<file path="config.mk">
export PLATFORM = sky130hd
export DESIGN_NAME = fifo_uart_tx
export DESIGN_NICKNAME = d
export VERILOG_FILES = /design/src/rtl/fifo_uart_tx.sv
export SDC_FILE = /design/constraint.sdc
export NUM_CORES = 1
export LEC_CHECK = 0
export CAP_MARGIN = 20
export CORE_MARGIN = 2
export CORE_UTILIZATION = 30
export DETAILED_ROUTE_END_ITERATION = 7
export GPL_TIMING_DRIVEN = 0
export PLACE_DENSITY = 0.46
export RECOVER_POWER = 100
export SYNTH_ARGS = -nofsm -noshare
export SYNTH_HDL_FRONTEND = slang
export SYNTH_SLANG_ARGS = --single-unit
</file>
<file path="constraint.sdc">
create_clock -name clk -period 5 [get_ports clk]
set_input_delay 0.5 -clock clk [delete_from_list [all_inputs] [get_ports clk]]
set_output_delay 0.5 -clock clk [all_outputs]
set_load 0.01 [all_outputs]
</file>
<file path="src/rtl/fifo_uart_tx.sv">
// Drains bytes from a registered-output FIFO and serialises each one as an
// 8N1/8N2 UART frame on tx. Frame = START, 8 data bits LSB first, stop bit(s).
module fifo_uart_tx #(
    parameter int CLKS_PER_BIT = 16,
    parameter int STOP_BITS    = 1
) (
    input  logic        clk,
    input  logic        reset,
    input  logic        en,
    input  logic        fifo_empty,
    input  logic [7:0]  fifo_data,
    output logic        fifo_rd_en,
    output logic        tx,
    output logic        busy,
    output logic        tx_done,
    output logic [15:0] frames_sent
);
    typedef enum logic [2:0] {IDLE, POP, LATCH, START, DATA, STOP} state_t;

    localparam logic [15:0] BAUD_LAST = 16'(CLKS_PER_BIT - 1);
    localparam logic [15:0] BAUD_PRE  = 16'(CLKS_PER_BIT - 2);
    localparam logic [2:0]  STOP_LAST = 3'(STOP_BITS - 1);

    state_t      state_q;
    logic [15:0] baud_q;
    logic [2:0]  bit_q;
    logic [7:0]  shift_q;
    logic        rd_en_q;
    logic        tx_q;
    logic        done_q;
    logic [15:0] frames_q;

    logic        baud_wrap;
    logic        stop_last;
    logic        can_pop;
    logic [15:0] frames_d;

    assign baud_wrap = (baud_q == BAUD_LAST);
    assign stop_last = (bit_q == STOP_LAST);
    assign can_pop   = en && !fifo_empty;
    assign frames_d  = frames_q + 16'd1;

    always_ff @(posedge clk or posedge reset) begin
        if (reset) begin
            state_q  <= IDLE;
            baud_q   <= '0;
            bit_q    <= '0;
            shift_q  <= '0;
            rd_en_q  <= 1'b0;
            tx_q     <= 1'b1;
            done_q   <= 1'b0;
            frames_q <= '0;
        end else begin
            rd_en_q <= 1'b0;
            done_q  <= 1'b0;
            unique case (state_q)
                IDLE: begin
                    tx_q   <= 1'b1;
                    baud_q <= '0;
                    bit_q  <= '0;
                    if (can_pop) begin
                        state_q <= POP;
                        rd_en_q <= 1'b1;
                    end
                end
                POP: begin
                    state_q <= LATCH;
                end
                LATCH: begin
                    // FIFO data_out became valid on the edge that ended POP
                    shift_q <= fifo_data;
                    tx_q    <= 1'b0;
                    baud_q  <= '0;
                    state_q <= START;
                end
                START: begin
                    if (baud_wrap) begin
                        baud_q  <= '0;
                        bit_q   <= '0;
                        tx_q    <= shift_q[0];
                        shift_q <= {1'b0, shift_q[7:1]};
                        state_q <= DATA;
                    end else begin
                        baud_q <= baud_q + 16'd1;
                    end
                end
                DATA: begin
                    if (baud_wrap) begin
                        baud_q <= '0;
                        if (bit_q == 3'd7) begin
                            bit_q   <= '0;
                            tx_q    <= 1'b1;
                            state_q <= STOP;
                        end else begin
                            bit_q   <= bit_q + 3'd1;
                            tx_q    <= shift_q[0];
                            shift_q <= {1'b0, shift_q[7:1]};
                        end
                    end else begin
                        baud_q <= baud_q + 16'd1;
                    end
                end
                STOP: begin
                    // Registered pulse: set one cycle early so it lands on the final stop cycle
                    if (stop_last && baud_q == BAUD_PRE) begin
                        done_q   <= 1'b1;
                        frames_q <= frames_d;
                    end
                    if (baud_wrap) begin
                        baud_q <= '0;
                        if (stop_last) begin
                            bit_q <= '0;
                            if (can_pop) begin
                                state_q <= POP;
                                rd_en_q <= 1'b1;
                            end else begin
                                state_q <= IDLE;
                            end
                        end else begin
                            bit_q <= bit_q + 3'd1;
                        end
                    end else begin
                        baud_q <= baud_q + 16'd1;
                    end
                end
                default: begin
                    state_q <= IDLE;
                end
            endcase
        end
    end

    assign fifo_rd_en  = rd_en_q;
    assign tx          = tx_q;
    assign busy        = (state_q != IDLE);
    assign tx_done     = done_q;
    assign frames_sent = frames_q;

endmodule

</file>
==> run metrics <==
Avg Cell Area, Syn=9.52 um2; CP Class=input port to asynchronous set/reset pin; initial antenna violation count=0; vias in the first global route=2,304; peak fanout along the critical path=38; Worst setup SP type=input port; Setup Viol. Count Final=0; vias=2,315; CTS Buf Count=5; Worst Skew=8.95 ps; Most Crowded Layer GR=met2; max-slew violations=39; Hold Fails Final Rpt=0; Die ar.=0.0100 mm2; ys flop type=dfrtp_1; hpwl dp=4.67 mm; DRT iter0 DRCs=133; WL/cell=15.0 um; Flop pwr share=37.5%; post_cts resized=0; post-DR vias/cell=5.23; Worst-Margin Slew=2110 ps; Die Ht=100 um; Final Total Pwr=1370 uW; Diodes inserted=0; Area growth, synth to finish=18.0%; grt met1 use=21.3%; Pleak=0.00136 uW; fin crit period=2980 ps; clk_lat worst skew=300 ps; CP endpoint kind=asynchronous set/reset pin; FF+latch count, synth=49; Post-Syn Area=0.00278 mm2; Yosys cell types=51; Buf+Inv Stages, Crit Path=3; cts hold-fix bufs=0; antenna-violating nets left=0; Yosys top cell by area=dfrtp_1; Max Cap Viol=1; largest net degree at the start of global routing=39; global route overflow=0; routing usage on met2=22.4%; gpl congestion=0.803; RSZ-0062 raised after global routing=false; sequential share of the synthesized area=44.2%; Comb power frac=44.8%; Power Dens Cells=418 mW/mm2; CP Data Required Time=5000 ps; Pint=790 uW; port bufs=31; Sink Count=49; Worst path slowest cell=clkbuf_1; Post-synth ARST share=100%; Final period util=59.6%; critical path cell sequence=dlygate4sd3_1 > inv_1 > clkbuf_1; Post-synth EDFFs=0; final wirelength=6.64 mm; Top Ports=32; slew margin rel.=-40.5%; layout cell share with drive strength beyond 1=6.63%; top cell type's share of synthesized area=43.2%; post-synthesis mux area share=3.24%; Mapped Cells=292; Yosys warning count=0; CP max stage delay=1560 ps; failing checks=max-capacitance violations, max-slew violations; Starting Density=30.5%; core footprint=0.00911 mm2; CTS tree=done; HP Class=flip-flop to flip-flop; Bufs on Longest Clock Path=2; clk slew on worst S/H paths=100 ps; VDD IR max=0.164 mV; DR DRC count=0; main combinational cell family by area after synthesis=simple AND/OR/NAND/NOR gates; adder-cell share of the synthesized area=2.70%; Post-Synth Simple-Gate Area=23.5%; root buf cell=clkbuf_8; TNS Setup=0 ps; clock share of power=17.7%; final net count=349; first-pass GRT wire length=11.8 mm; gr usage total=14.4%; syn_nets=310; utilization after layout=36.0%; Synth Area in XOR/XNOR=5.04%; Critical Path AT=2980 ps; setup bufs post-CTS=0; H-tree depth=2; Fin Hold WS=474 ps; Synth Area in Compound Gates=17.2%; status=finished with violations; Sw Pwr=582 uW; Achievable Freq=336 MHz; DR pass1 iterations=4; CP delay by family, top=buffers and inverters; top post-synthesis cells by area=dfrtp_1, nand2_1, xnor2_1, a21oi_1, o21ai_0; Rows=35; met3 usage=2.44%; Sw Share=42.4%; Die X=100 um
through the flow:
stage               cells  setup slack (ps)  area, um2
detailed placement    435              2810       3250
CTS                   443              2510       3340
finish                443              2020       3280
global placement      434              2180       3230
global route          443              1380       3280
floorplan             292              3160       2780
layout by cell type (no fill, tap or decap), types with 3 or more instances in the layout:
master,count
xnor2_1,13
ha_1,6
a31oi_1,15
nand4_1,9
nor4_1,4
dfrtp_1,48
and4_1,4
buf_6,4
a21oi_1,22
nor2_1,15
o21ai_0,22
nand3_1,14
and3_1,5
o22ai_1,7
inv_1,8
clkbuf_1,9
mux2_1,7
nand2b_1,4
nor2b_1,3
dlygate4sd3_1,21
xor2_1,3
clkbuf_8,5
nand2_1,31
nor3_1,5
or3_1,8
clkdlybuf4s50_1,10
layer usage:
| layer | routed length [um] | up-vias |
|---|---|---|
| met5 | 0 | - |
| met4 | 43 | 0 |
| met3 | 218 | 2 |
| met2 | 2980 | 32 |
| met1 | 3400 | 1124 |
| li1 | - | 1157 |
flip-flops by register name, indices dropped and copies added (netlist names):
name         cells
tx_done          1
shift_q          8
state_q          3
baud_q          16
frames_sent     16
bit_q            3
fifo_rd_en       1
tx               1
power by group through the flow:
stage          sequential, uW  combinational [uW]  clock [uW]
2_1_floorplan             510                 449           0
3_3_place_gp              521                 621           0
3_5_place_dp              521                 626           0
4_1_cts                   513                 630         259
5_1_grt                   525                 701         276
6_report                  514                 615         243
synthesized netlist by cell type (3+ instances only):
cell      number
nand2b_1       4
o22ai_1        7
inv_1          8
dfrtp_1       48
o21ai_0       22
nand2_1       31
mux2_1         7
nor2b_1        3
buf_6          4
and3_1         5
and4_1         3
nand4_1        9
xor2_1         3
a31oi_1       15
xnor2_1       13
nor3_1         4
nor2_1        14
or3_1          8
nor4_4         3
ha_1           6
clkbuf_1       6
nand3_1       14
a21oi_1       22
worst register-to-register path: stages (launching register included):
cell and delay, ps:
dfrtp_1 430, nor4_1 680, nand2_1 170, nor4_1 1040, nand3_1 200, xnor2_1 180
cell type report:
class                           instances  area, um2
Fill cell                             949       5830
Multi-Input combinational cell        222       1390
Sequential cell                        49       1230
Timing Repair Buffer                   32        314
Tap cell                              111        139
Buffer                                 13       82.6
Clock buffer                            5       68.8
Inverter                                8       30.0
Clock inverter                          3       25.0
kinds of logic (layout without fill, tap and decap cells):
kind of cell | Yosys count | in the layout
flip-flops | 49 | 49
buffers and inverters | 21 | 61
AO/OA/AOI/OAI | 80 | 80
adder cells (fa/ha/maj) | 6 | 6
AND/OR/NAND/NOR | 112 | 112
XOR/XNOR | 16 | 16
multiplexers | 8 | 8
path summary, 6_finish.rpt:
path                                 start  slack (ps)               to  cells after the start
min                        frames_sent[15]         470  frames_sent[15]                      1
max in group clk                 baud_q[9]        2190   frames_sent[7]                      5
max reg2reg                      baud_q[9]        2190   frames_sent[7]                      5
min reg2reg                frames_sent[15]         470  frames_sent[15]                      1
max                                  reset        2020         bit_q[1]                      3
min in group asynchronous            reset         640       shift_q[5]                      2
(Power assumes the default switching activity.)
